[config.mk]
export PLATFORM = sky130hd
export DESIGN_NAME = mult16_rr_scheduler
export DESIGN_NICKNAME = d
export VERILOG_FILES = /design/src/rtl/mult16_rr_scheduler_pkg.sv /design/src/rtl/mult16_rr_scheduler_mult.sv /design/src/rtl/mult16_rr_scheduler.sv
export SDC_FILE = /design/constraint.sdc
export NUM_CORES = 1
export LEC_CHECK = 0
export BUFFER_PORTS_ARGS = -buffer_cell sky130_fd_sc_hd__buf_4
export CAP_MARGIN = 15
export CELL_PAD_IN_SITES_DETAIL_PLACEMENT = 2
export CELL_PAD_IN_SITES_GLOBAL_PLACEMENT = 2
export CORE_MARGIN = 2
export CORE_UTILIZATION = 37
export DETAILED_ROUTE_END_ITERATION = 6
export PLACE_DENSITY = 0.94
export SETUP_SLACK_MARGIN = 0.02
export SLEW_MARGIN = 10
export SYNTH_ARGS = -nofsm -noshare
export SYNTH_HDL_FRONTEND = slang
export SYNTH_HIERARCHICAL = 1
export SYNTH_SLANG_ARGS = --single-unit
[constraint.sdc]
create_clock -name clk -period 7.24 [get_ports clk]
set_input_delay 0.362 -clock clk [delete_from_list [all_inputs] [get_ports clk]]
set_output_delay 0.362 -clock clk [all_outputs]
set_load 0.01 [all_outputs]
[src/rtl/mult16_rr_scheduler_pkg.sv]
// Shared widths, defaults and payload types for the round-robin multiplier scheduler.
// Contents:
//   MULT_W / PROD_W  operand and product widths of the shared multiplier
//   DEF_NREQ/IDW/CNTW default requester count, index width and counter width
//   operand_t        packed {a, b} operand pair carried through stage 1
package mult16_rr_scheduler_pkg;

  localparam int unsigned MULT_W   = 16;
  localparam int unsigned PROD_W   = 32;
  localparam int unsigned DEF_NREQ = 4;
  localparam int unsigned DEF_IDW  = 2;
  localparam int unsigned DEF_CNTW = 16;

  typedef struct packed {
    logic [MULT_W-1:0] a;
    logic [MULT_W-1:0] b;
  } operand_t;

endpackage

[src/rtl/mult16_rr_scheduler_mult.sv]
// Existing combinational 16x16 unsigned multiplier shared by the scheduler.
// Ports:
//   product  out  32  a * b, unsigned
//   a        in   16  operand A
//   b        in   16  operand B
module multiplier_16bits_version11
  import mult16_rr_scheduler_pkg::*;
(
  output logic [PROD_W-1:0] product,
  input  logic [MULT_W-1:0] a,
  input  logic [MULT_W-1:0] b
);

  // Zero-extend both operands so the full 32-bit product is kept.
  assign product = PROD_W'(a) * PROD_W'(b);

endmodule

[src/rtl/mult16_rr_scheduler.sv]
// Round-robin scheduler sharing one 16x16 multiplier among NREQ requesters.
// One operand pair is admitted per cycle into stage 1 (operand register); the
// multiplier sits between stage 1 and the result register that drives rsp_*.
// Ports:
//   clk, rst_n   clock, asynchronous active-low reset
//   req_valid    per-requester operand valid
//   req_ready    per-requester accept (one-hot or zero)
//   req_a/req_b  packed operands, requester i at [16*i +: 16]
//   rsp_valid    product valid, held under back-pressure
//   rsp_ready    response consumer ready
//   rsp_prod     32-bit unsigned product
//   rsp_id       originating requester index
//   busy         any pair in flight
//   done_cnt     completed responses, wrapping counter
module mult16_rr_scheduler
  import mult16_rr_scheduler_pkg::*;
#(
  parameter int unsigned NREQ = DEF_NREQ,
  parameter int unsigned IDW  = DEF_IDW,
  parameter int unsigned CNTW = DEF_CNTW
) (
  input  logic                   clk,
  input  logic                   rst_n,
  input  logic [NREQ-1:0]        req_valid,
  output logic [NREQ-1:0]        req_ready,
  input  logic [NREQ*MULT_W-1:0] req_a,
  input  logic [NREQ*MULT_W-1:0] req_b,
  output logic                   rsp_valid,
  input  logic                   rsp_ready,
  output logic [PROD_W-1:0]      rsp_prod,
  output logic [IDW-1:0]         rsp_id,
  output logic                   busy,
  output logic [CNTW-1:0]        done_cnt
);

  // Round-robin pick: rotate so ptr sits at bit 0, take the lowest set bit,
  // rotate the offset back. Wraps use explicit compares so any NREQ works.
  function automatic logic [IDW:0] rr_pick(input logic [NREQ-1:0] vld,
                                           input logic [IDW-1:0]  base);
    logic [NREQ-1:0] rot;
    logic [IDW:0]    idx;
    logic [IDW-1:0]  off;
    logic            found;
    rot   = '0;
    found = 1'b0;
    off   = '0;
    for (int k = 0; k < NREQ; k++) begin
      idx = (IDW+1)'(base) + (IDW+1)'(k);
      if (idx >= (IDW+1)'(NREQ)) idx = idx - (IDW+1)'(NREQ);
      rot[k] = vld[idx[IDW-1:0]];
    end
    // Descending scan so the lowest rotated position wins.
    for (int k = NREQ - 1; k >= 0; k--) begin
      if (rot[k]) begin
        found = 1'b1;
        off   = IDW'(k);
      end
    end
    idx = (IDW+1)'(base) + (IDW+1)'(off);
    if (idx >= (IDW+1)'(NREQ)) idx = idx - (IDW+1)'(NREQ);
    return {found, idx[IDW-1:0]};
  endfunction

  logic             s1_valid;
  operand_t         s1_op;
  logic [IDW-1:0]   s1_id;
  logic [IDW-1:0]   ptr;
  logic             adv1;
  logic             adv2;
  logic             gnt_found;
  logic [IDW-1:0]   gnt_idx;
  logic             xfer;
  operand_t         gnt_op;
  logic [IDW-1:0]   ptr_next;
  logic [PROD_W-1:0] mult_prod;

  // Pipeline advance, arbitration and operand selection.
  always_comb begin
    adv2 = !rsp_valid || rsp_ready;
    adv1 = !s1_valid || adv2;
    {gnt_found, gnt_idx} = rr_pick(req_valid, ptr);
    xfer = adv1 && gnt_found;
    req_ready = '0;
    // rst_n gate keeps req_ready at 0 while reset is held.
    for (int i = 0; i < NREQ; i++) begin
      if (rst_n && xfer && (gnt_idx == IDW'(i))) req_ready[i] = 1'b1;
    end
    gnt_op.a = req_a[int'(gnt_idx)*MULT_W +: MULT_W];
    gnt_op.b = req_b[int'(gnt_idx)*MULT_W +: MULT_W];
    ptr_next = (gnt_idx == IDW'(NREQ - 1)) ? '0 : IDW'(gnt_idx + IDW'(1));
  end

  assign busy = s1_valid || rsp_valid;

  multiplier_16bits_version11 u_mult (
    .product (mult_prod),
    .a       (s1_op.a),
    .b       (s1_op.b)
  );

  // Stage 1 operand register and round-robin pointer.
  always_ff @(posedge clk or negedge rst_n) begin
    if (!rst_n) begin
      s1_valid <= 1'b0;
      s1_op    <= '0;
      s1_id    <= '0;
      ptr      <= '0;
    end else if (xfer) begin
      s1_valid <= 1'b1;
      s1_op    <= gnt_op;
      s1_id    <= gnt_idx;
      ptr      <= ptr_next;
    end else if (adv1) begin
      s1_valid <= 1'b0;
    end
  end

  // Result register; frozen while the consumer stalls a valid response.
  always_ff @(posedge clk or negedge rst_n) begin
    if (!rst_n) begin
      rsp_valid <= 1'b0;
      rsp_prod  <= '0;
      rsp_id    <= '0;
    end else if (adv2) begin
      rsp_valid <= s1_valid;
      if (s1_valid) begin
        rsp_prod <= mult_prod;
        rsp_id   <= s1_id;
      end
    end
  end

  // Completed-response counter, wraps naturally at 2^CNTW.
  always_ff @(posedge clk or negedge rst_n) begin
    if (!rst_n) begin
      done_cnt <= '0;
    end else if (rsp_valid && rsp_ready) begin
      done_cnt <= done_cnt + CNTW'(1);
    end
  end

endmodule

==> results_dict.tcl <==
set metrics [dict create \
    areaGrowthSynthToFinish_pct 16.05 \
    clock_skew_ns 0.02398 \
    synthArstFlopShare_pct 100.0 \
    r2r.worst_path.cells 20 \
    cts_buffers 9 \
    mappedNetlistNets 1844 \
    first_global_vias 13600 \
    ys.flop_type "dfrtp_1" \
    post_cts_buffers 0 \
    grt_pass1_wl_um 83610 \
    die_area_sq_mm 0.03714 \
    reg2reg_from "s1_op[25]$_DFFE_PN0N_" \
    crit_path_end "rsp_prod[28]$_DFFE_PN0P_" \
    end_kind "flip-flop" \
    diodes 0 \
    critPathRequiredTime_ns 7.49 \
    synth_cell_type_count 53 \
    period_needed_ns 7.080 \
    crit_type "reg2reg" \
    grt.total_usage_pct 30.74 \
    crit_path_max_fanout 13 \
    dp_hpwl_um 42840 \
    antenna_left 0 \
    wl_per_cell_um 28.08 \
    ff_latch_area_sq_mm 0.002225 \
    clkTransAtPathRegs_ns 0.09 \
    finalHoldViolCount 0 \
    grt_max_degree 100 \
    start_util_pct 37.32 \
    cts_hold_buf 0 \
    crit_start "s1_op[25]$_DFFE_PN0N_" \
    routed_wl_um 56560 \
    final_nets 1983 \
    first_iter_violations 681 \
    cts-resized-gates 0 \
    n_fill_cell 3791 \
    max_freq_mhz 141.2 \
    yosys.area.top_type "fa_1" \
    synth_top_area_share_pct 29.47 \
    drive_above_1_share_pct 17.77 \
    clk_latency_ns 0.38 \
    synth_warnings 6 \
    drc 0 \
    via_per_inst 5.769 \
    clock-root-buffer "clkbuf_16" \
    relSlewSlack_pct 23.81 \
    multi_input_area_sq_mm 0.009824 \
    syn-cell-area_sq_mm 0.01318 \
    cap_violations 0 \
    critPathArrivalTime_ns 7.33 \
    max_slew.worst_pin.slew_ns 1.143 \
    avgSynthCellArea_sq_um 9.352 \
    ys_top_cells_by_count "inv_1, fa_1, nand2_1" \
    setup_violations 0 \
    status "finished clean" \
    slew_violations 0 \
    post-route-period-util_pct 97.79 \
    coreArea_sq_mm 0.03531 \
    synth.most_common_cell "inv_1" \
    cts.sinks 88 \
    hold_class "in2async" \
    ys_ff_latch 88 \
    grt-ovfl-total 0 \
    cts_max_level 3 \
    die_h_um 192.7 \
    cts_tree "done" \
    synth_edf_count 0 \
    regToRegSetupSlack_ns 0.16 \
    yosysSeqAreaShare_pct 16.71 \
    gp_congestion 0.8141 \
    rsz0062_at_grt "false" \
    dr_total_vias 11620 \
    portBuffers 190 \
    synthCells 1409 \
    start_kind "flip-flop" \
    rows 69 \
    io_pins 191 \
    ys_top_cells_by_area "fa_1, dfrtp_1, ha_1, inv_1, and2_1" \
    antenna_found_initial 1 \
    drt_pass1_iterations 5 \
    rr_endpoint "rsp_prod[28]$_DFFE_PN0P_" \
    tns_ns 0 \
    die_x_um 192.7 \
    cts_buffer_depth 2 \
]
per-layer routing:
layer  up-vias  share of wire (%)  wire length [um]  global-route usage [%]
met5         -              0.016                 9                       0
met4         2                8.1              4603                   21.49
met3       260                4.1              2311                   4.765
met2       511                 54             30380                   56.42
met1      6044                 34             19250                   31.93
li1       4801                  -                 -                       -
worst min-delay path by stage:
stage                               from                      end  slack, ns  depth (start not counted)
floorplan                          rst_n  done_cnt[0]$_DFFE_PN0P_       0.07                          0
global placement    s1_id[0]$_DFFE_PN0N_     s1_id[0]$_DFFE_PN0N_       0.45                          2
detailed placement                 rst_n     s1_op[1]$_DFFE_PN0N_       0.49                          1
CTS                                rst_n     s1_op[1]$_DFFE_PN0N_       0.07                          1
global route                       rst_n     s1_op[1]$_DFFE_PN0N_       0.09                          1
finish                             rst_n     s1_op[1]$_DFFE_PN0N_       0.04                          1
kinds of logic (layout without fill, tap and decap cells):
| logic type | count (synthesis) | count (layout) | share of synthesized area, % |
|---|---|---|---|
| AO/OA/AOI/OAI | 160 | 160 | 8.603 |
| flip-flops | 88 | 88 | 16.71 |
| adder cells (fa/ha/maj) | 300 | 300 | 39.54 |
| AND/OR/NAND/NOR | 412 | 412 | 15.15 |
| multiplexers | 100 | 100 | 7.938 |
| XOR/XNOR | 47 | 47 | 3.124 |
| buffers and inverters | 302 | 446 | 8.935 |
metrics by stage:
stage	setup slack (ns)	cell area [sq um]	util, %	instances	hold slack [ns]
6_report	0.1600	15290	43.30	2014	0.04439
3_5_place_dp	0.3548	14960	42.38	1998	0.4867
5_1_grt	0.03609	15290	43.30	2014	0.09140
2_1_floorplan	1.338	13180	-	1409	0.06641
4_1_cts	0.1981	15270	43.24	2014	0.07208
3_3_place_gp	0.8430	14960	42.38	1998	0.4546
critical path, stage by stage (launching register included):
cell and delay [ns]:
dfrtp_1 0.82, buf_4 0.26, and2_1 0.15, fa_1 0.46
inv_1 0.11, fa_1 0.48, fa_1 0.49, fa_1 0.56
inv_1 0.09, fa_1 0.56, inv_1 0.07, fa_1 0.54
inv_1 0.08, ha_1 0.39, a21oi_1 0.13, o21ai_0 0.51
o221ai_1 0.29, o31a_1 0.22, o31a_1 0.33, xnor2_1 0.13
mux2_2 0.27
cell usage in the layout (no fill, tap or decap), drive strengths merged, types with 3 or more instances in the layout:
cell type,netlist,routed
o211a,3,3
a21o,7,7
nand2b,3,3
and2,126,126
mux2i,64,64
nand4,7,7
and3,7,7
o21bai,3,3
nor3b,3,3
ha,106,106
and4,3,3
a21oi,34,34
a32oi,33,33
mux2,36,36
xnor2,35,35
nand2,167,167
nor3,9,9
dfrtp,88,88
nand3,18,18
o211ai,3,3
o31ai,32,32
fa,194,194
or2,3,3
o21ai,23,23
nor2,59,59
clkbuf,58,10
inv,231,234
buf,13,199
o21a,3,3
xor2,12,12
a2111o,3,3
registers in the layout (all words and copies together) (netlist names):
| signal | count |
|---|---|
| rsp_prod | 32 |
| s1_op | 32 |
| done_cnt | 16 |
| ptr | 2 |
| rsp_id | 2 |
| s1_id | 2 |
| rsp_valid | 1 |
| s1_valid | 1 |
cell type report:
type,instances,area share [%]
well taps,461,3.772
flip-flops and latches,88,14.55
clock buffers,10,1.497
clock inverters,6,0.4910
multi-input cells,1019,64.25
repair buffers,199,9.770
inverters,231,5.671
Power is not shown: default switching activity piles up to over one toggle a cycle in this logic, so the estimate is an artifact.
